$ cat config.mk
export PLATFORM = sky130hd
export DESIGN_NAME = mycpu_pcu
export DESIGN_NICKNAME = d
export VERILOG_FILES = /design/src/rtl/mycpu_pcu.sv
export SDC_FILE = /design/constraint.sdc
export NUM_CORES = 1
export LEC_CHECK = 0
export ABC_AREA = 1
export ABC_CLOCK_PERIOD_IN_PS = 2200
export BUFFER_PORTS_ARGS = -buffer_cell sky130_fd_sc_hd__buf_2
export CAP_MARGIN = 15
export CORE_UTILIZATION = 47
export CTS_BUF_LIST = sky130_fd_sc_hd__clkbuf_4
export DETAILED_ROUTE_END_ITERATION = 16
export HOLD_SLACK_MARGIN = 0.02
export PLACE_DENSITY = 0.75
export SETUP_SLACK_MARGIN = 0.15
export SYNTH_ARGS = -nofsm -noshare
export SYNTH_HDL_FRONTEND = slang
export SYNTH_SLANG_ARGS = --single-unit
$ cat constraint.sdc
create_clock -name clk -period 2.2 [get_ports clk]
set_input_delay 0.66 -clock clk [delete_from_list [all_inputs] [get_ports clk]]
set_output_delay 0.66 -clock clk [all_outputs]
set_load 0.05 [all_outputs]
$ cat src/rtl/mycpu_pcu.sv
// Program-counter unit: PC sequencing (INC/BRA/JMP) plus an optional LIFO call stack.
// Define MYCPU_PCU_CALLSTACK_EN to build CALL/RET with the stack and the sticky err flag.
module mycpu_pcu #(
  parameter int              AW       = 8,
  parameter int              DEPTH    = 4,
  parameter logic [AW-1:0]   RESET_PC = '0
) (
  input  logic                         clk,
  input  logic                         rst_n,
  input  logic                         en,
  input  logic [2:0]                   pc_op,
  input  logic                         bra_cond,
  input  logic [AW-1:0]                offset,
  input  logic [AW-1:0]                jmp_addr,
  output logic [AW-1:0]                pc,
  output logic [$clog2(DEPTH+1)-1:0]   sp,
  output logic                         stack_empty,
  output logic                         stack_full,
  output logic                         err
);

  typedef enum logic [2:0] {
    OP_NOP  = 3'b000,
    OP_INC  = 3'b001,
    OP_BRA  = 3'b010,
    OP_JMP  = 3'b011,
    OP_CALL = 3'b100,
    OP_RET  = 3'b101
  } pc_op_e;

  logic [AW-1:0] pc_q, pc_d, pc_inc, pc_bra;
  logic          advance;

  assign pc_inc = pc_q + AW'(1);
  assign pc_bra = pc_q + offset;

`ifdef MYCPU_PCU_CALLSTACK_EN
  localparam int SPW   = $clog2(DEPTH + 1);
  localparam int IW    = (DEPTH > 1) ? $clog2(DEPTH) : 1;
  localparam int SLOTS = 1 << IW;

  logic [AW-1:0]  stack_mem [SLOTS];
  logic [SPW-1:0] sp_q, sp_d;
  logic           empty_q, full_q, err_q;
  logic           do_push, do_pop, set_err;
  logic [IW-1:0]  wr_idx, rd_idx;

  assign wr_idx  = sp_q[IW-1:0];
  assign rd_idx  = wr_idx - IW'(1);
  // Once err is set the unit is halted until reset.
  assign advance = en & ~err_q;
`else
  assign advance = en;
`endif

  // NOTE: every signal assigned in this block gets a default first, so no path
  // through the case leaves one unassigned and no latch is inferred.
  always_comb begin
    pc_d = pc_q;
`ifdef MYCPU_PCU_CALLSTACK_EN
    do_push = 1'b0;
    do_pop  = 1'b0;
    set_err = 1'b0;
`endif
    case (pc_op)
      OP_INC: pc_d = pc_inc;
      OP_BRA: pc_d = bra_cond ? pc_bra : pc_inc;
      OP_JMP: pc_d = jmp_addr;
      OP_CALL: begin
`ifdef MYCPU_PCU_CALLSTACK_EN
        if (full_q) begin
          set_err = 1'b1;
        end else begin
          pc_d    = jmp_addr;
          do_push = 1'b1;
        end
`else
        pc_d = jmp_addr;
`endif
      end
      OP_RET: begin
`ifdef MYCPU_PCU_CALLSTACK_EN
        if (empty_q) begin
          set_err = 1'b1;
        end else begin
          pc_d   = stack_mem[rd_idx];
          do_pop = 1'b1;
        end
`endif
      end
      default: ;
    endcase
  end

  // NOTE: state registers use non-blocking assignments so every flop samples
  // the pre-edge values regardless of block ordering.
  always_ff @(posedge clk or negedge rst_n) begin
    if (!rst_n) begin
      pc_q <= RESET_PC;
    end else if (advance) begin
      pc_q <= pc_d;
    end
  end

  assign pc = pc_q;

`ifdef MYCPU_PCU_CALLSTACK_EN
  always_comb begin
    sp_d = sp_q;
    if (do_push) begin
      sp_d = sp_q + SPW'(1);
    end else if (do_pop) begin
      sp_d = sp_q - SPW'(1);
    end
  end

  always_ff @(posedge clk or negedge rst_n) begin
    if (!rst_n) begin
      sp_q    <= '0;
      empty_q <= 1'b1;
      full_q  <= 1'b0;
      err_q   <= 1'b0;
    end else if (advance) begin
      sp_q    <= sp_d;
      empty_q <= (sp_d == '0);
      full_q  <= (sp_d == SPW'(DEPTH));
      err_q   <= set_err;
    end
  end

  // NOTE: the stack storage has no reset; entries above sp are never read, so
  // clearing them would only add reset fan-out.
  always_ff @(posedge clk) begin
    if (advance && do_push) begin
      stack_mem[wr_idx] <= pc_inc;
    end
  end

  assign sp          = sp_q;
  assign stack_empty = empty_q;
  assign stack_full  = full_q;
  assign err         = err_q;
`else
  assign sp          = '0;
  assign stack_empty = 1'b1;
  assign stack_full  = 1'b0;
  assign err         = 1'b0;
`endif

endmodule
# == Word-level counts from Yosys, hierarchy flattened ==
# Cells that the tools add are included.
# Widths: inputs -> output; s select.
# word_totals
regBits,8
wordCells,12
# classes
addsub,2
reduce_logical,3
eq_ne,4
n_mux,2
# op_table
operator,count
$pmux 8 s3,1
$add 8x1->8 const B,1
$add 8x8->8,1
$mux 8,1
$eq 3x2->1 const B,2
$eq 3x1->1 const B,1
$eq 3x3->1 const B,1
$reduce_bool 3->1,1
$reduce_and 2->1,1
$reduce_or 2->1,1

# == Depth between registers and ports, before layout ==
# depth
ltp_word,4
depth_mapped,10

# == Worst setup path before layout ==
# Ideal clock, no wire load.
# synth_path
path_type,reg2reg
start,"register pc_q[0], in the netlist pc[0]"
end,"register pc_q[2], in the netlist pc[2]"
arrival_ns,1.741
slack_ns,0.377
path_stages_with_launch,8
cell_sequence,dfrtp_1 > ha_1 > fa_1 > nand2_1 > inv_1 > nor3_1 > a21oi_1 > a31oi_1
# synth_via
elab_chain_cells,3
# synth_rtl
element,line_no,text
from (decl),31,"logic [AW-1:0] pc_q, pc_d, pc_inc, pc_bra;"
from (signal assigned),101,pc_q <= pc_d;
$add 8x1->8 or $add 8x8->8 (tied branches),"34, 35",
$mux 8,67,OP_BRA: pc_d = bra_cond ? pc_bra : pc_inc;
$pmux 8 s3 (*),65,case (pc_op)
# Mark *: on every way between the ends. The rest lies on a longest branch, timed or not.
# A chain may end at the register's enable or synchronous reset.

# == Final worst setup path ==
# layout_path
start,input port offset[0]
end,"register pc_q[2], in the netlist pc[2]"
# layout_via
elab_chain_cells,3
# layout_rtl
element,line_no,text
from (decl),13,"input logic [AW-1:0] offset,"
$add 8x8->8,35,assign pc_bra = pc_q + offset;
$mux 8,67,
$pmux 8 s3,65,
# No other way between the ends.

==> results.yml <==
run_status:
  outcome: "completed"
global_routing:
  grt_util_met2: 0.456
  grt_overflow_total: 0
  grt_pass1_wl_um: 4950
  grtUsageMet1: 0.321
  met3_usage: 0.0364
  grt_max_degree: 10
  top_usage_layer: "met2"
  grt_antenna_before_repair: 0
  grt_pass1_vias: 1102
  grt_usage: 0.259
clock_tree:
  hold_buffers: 0
  cts_buffer_depth: 2
  post_cts_buffers: 0
  clk-insertion-delay-late_ps: 270
  cts_resized: 0
  cts_buffers: 3
  cts_root_buffer: "clkbuf_4"
  cts_tree: "built"
  clkTransAtPathRegs_ps: 70
  numClockSinks: 8
  htree_levels: 1
critical_path:
  reg2regPathDepth: 7
  cp.arrival_ps: 1950
  cp_data_required_time_ps: 2390
  startpoint_type: "primary input"
  cp-end-kind: "flip-flop"
  r2r-start: "pc[0]$_DFFE_PN0P_"
  worstReg2RegEnd: "pc[2]$_DFFE_PN0P_"
  rrSetupSlack_ps: 470
  crit_fanout: 4
  worstSetupPathType: "primary input to flip-flop"
finish:
  nNetsFinal: 243
  area_delta_synth_final_pct: 15.6
  layout-drive-gt1-share: 0.196
  largest_reg_flops: 8
  layout_common_cells: "nand2_1 (48), buf_2 (30), inv_1 (26)"
  final_cells: 237
  antenna_cells: 0
  layout.cells.most_common: "nand2_1"
yosys:
  async_reset_ff_frac: 1.00
  syn_inst: 179
  synth-edff-count: 0
  synth_top_cell_area_share: 0.181
  synth_ff_type: "dfrtp_1"
  netlist_top_cells_area: "dfrtp_1 (18%), nand2_1 (16%), ha_1 (9.1%), inv_1 (8.8%), nand3_1 (7.7%)"
  syn_avg_cell_area_sq_um: 6.17
  yosysTopAreaCell: "dfrtp_1"
  syn_area_sq_um: 1100
  yosys_warnings: 0
  yosysUniqueCellTypes: 29
  yosysSeqAreaShare: 0.181
  yosys_register_bits: 8
timing:
  tns_ps: 0
  grt_setup_unrepaired: "no"
  finalCritPeriodShare: 0.800
  setup_slack_ps: 439
  setup_viol: 0
  hold_viol_final: 0
  fin_crit_ps: 1760
  max_freq_mhz: 568
  slew_violations: 0
  skew_ps: 9.89
detailed_routing:
  vias_per_cell: 5.20
  dr.first_iter.drc_count: 35
  vias: 1233
  antenna_left: 0
  first_pass_iters: 4
  drc: 0
  wl_per_cell_um: 11.9
  drt_wl_total_um: 2830
placement:
  dp.cells: 234
  port_buffers: 30
  dpl.hpwl_um: 2240
  preCtsSetupSlack_ps: 157
  gp_congestion: 0.871
die:
  die_w_um: 50.5
  die_h_um: 50.5
  pin_count: 37
  die_area_sq_um: 2550
  rows: 17
  coreArea_sq_um: 2210
  initial_core_util: 0.499
pwr:
  power.density_nw_per_um2: 996
  vdd_drop_max_v: 0.000469
  power_leakage_uw: 0.000742
job:
  drv_cap: 0
min_path:
  hp-class: "primary input to asynchronous set/reset pin"
worst max-delay path by stage:
stage                                  from                 to  cells past startpoint
final                             offset[0]  pc[2]$_DFFE_PN0P_                      8
after global routing      pc[2]$_DFFE_PN0P_  pc[5]$_DFFE_PN0P_                      9
after CTS                         offset[0]  pc[2]$_DFFE_PN0P_                      8
after detailed placement          offset[0]  pc[2]$_DFFE_PN0P_                      8
after global placement            offset[0]  pc[2]$_DFFE_PN0P_                      8
after floorplan           pc[0]$_DFFE_PN0P_  pc[2]$_DFFE_PN0P_                      7
worst max-delay path: stages:
cell and delay [ps]:
buf_2 100, ha_1 220, fa_1 440, nand2_1 100, inv_1 40, nor3_1 150
a21oi_1 90, a31oi_1 160
metrics by stage:
step | hold WS (ps) | util | instance area (sq um) | total power (uW)
final | 229 | 0.577 | 1280 | 1270
after CTS | 234 | 0.577 | 1280 | 1270
after floorplan | 364 | - | 1120 | 955
after global placement | 520 | 0.567 | 1250 | 1120
after detailed placement | 518 | 0.567 | 1250 | 1150
after global routing | 234 | 0.577 | 1280 | 1400
per-layer routing:
layer,vias up,share of wire
met5,-,0
met4,0,0.010
met3,6,0.050
met2,42,0.49
met1,553,0.45
li1,632,-
Yosys cell counts (all sizes together) (2+ instances only):
cell and number:
nand3 19, xor2 2, o21a 2, o21bai 3
nor2 16, a31oi 6, ha 8, nand4 2
buf 7, nand2 50, conb 2, a21oi 14
inv 29, dfrtp 8, o21ai 5
cell type report:
type / count / area, sq um
well taps: 28 / 35.0
multi-input cells: 139 / 757
fillers: 238 / 936
flip-flops and latches: 8 / 200
inverters: 29 / 111
clock buffers: 3 / 22.5
repair buffers: 30 / 150
report_power, final:
group / leakage [uW] / total (uW) / internal [uW] / switching (uW)
combinational: 0.000641 / 863 / 285 / 578
clock: 0.0000138 / 123 / 63.1 / 60.2
sequential: 0.0000876 / 284 / 195 / 89.0
logic make-up (layout without fill, tap and decap cells):
logic type | after synthesis | in the layout | share of synthesized area
flip-flops | 8 | 8 | 0.181
buffers and inverters | 36 | 62 | 0.146
other | 2 | 6 | 0.00681
adder cells (fa/ha/maj) | 9 | 9 | 0.109
AO/OA/AOI/OAI | 31 | 31 | 0.161
XOR/XNOR | 3 | 3 | 0.0238
AND/OR/NAND/NOR | 90 | 90 | 0.372
Power figures use the tool's default switching activity.
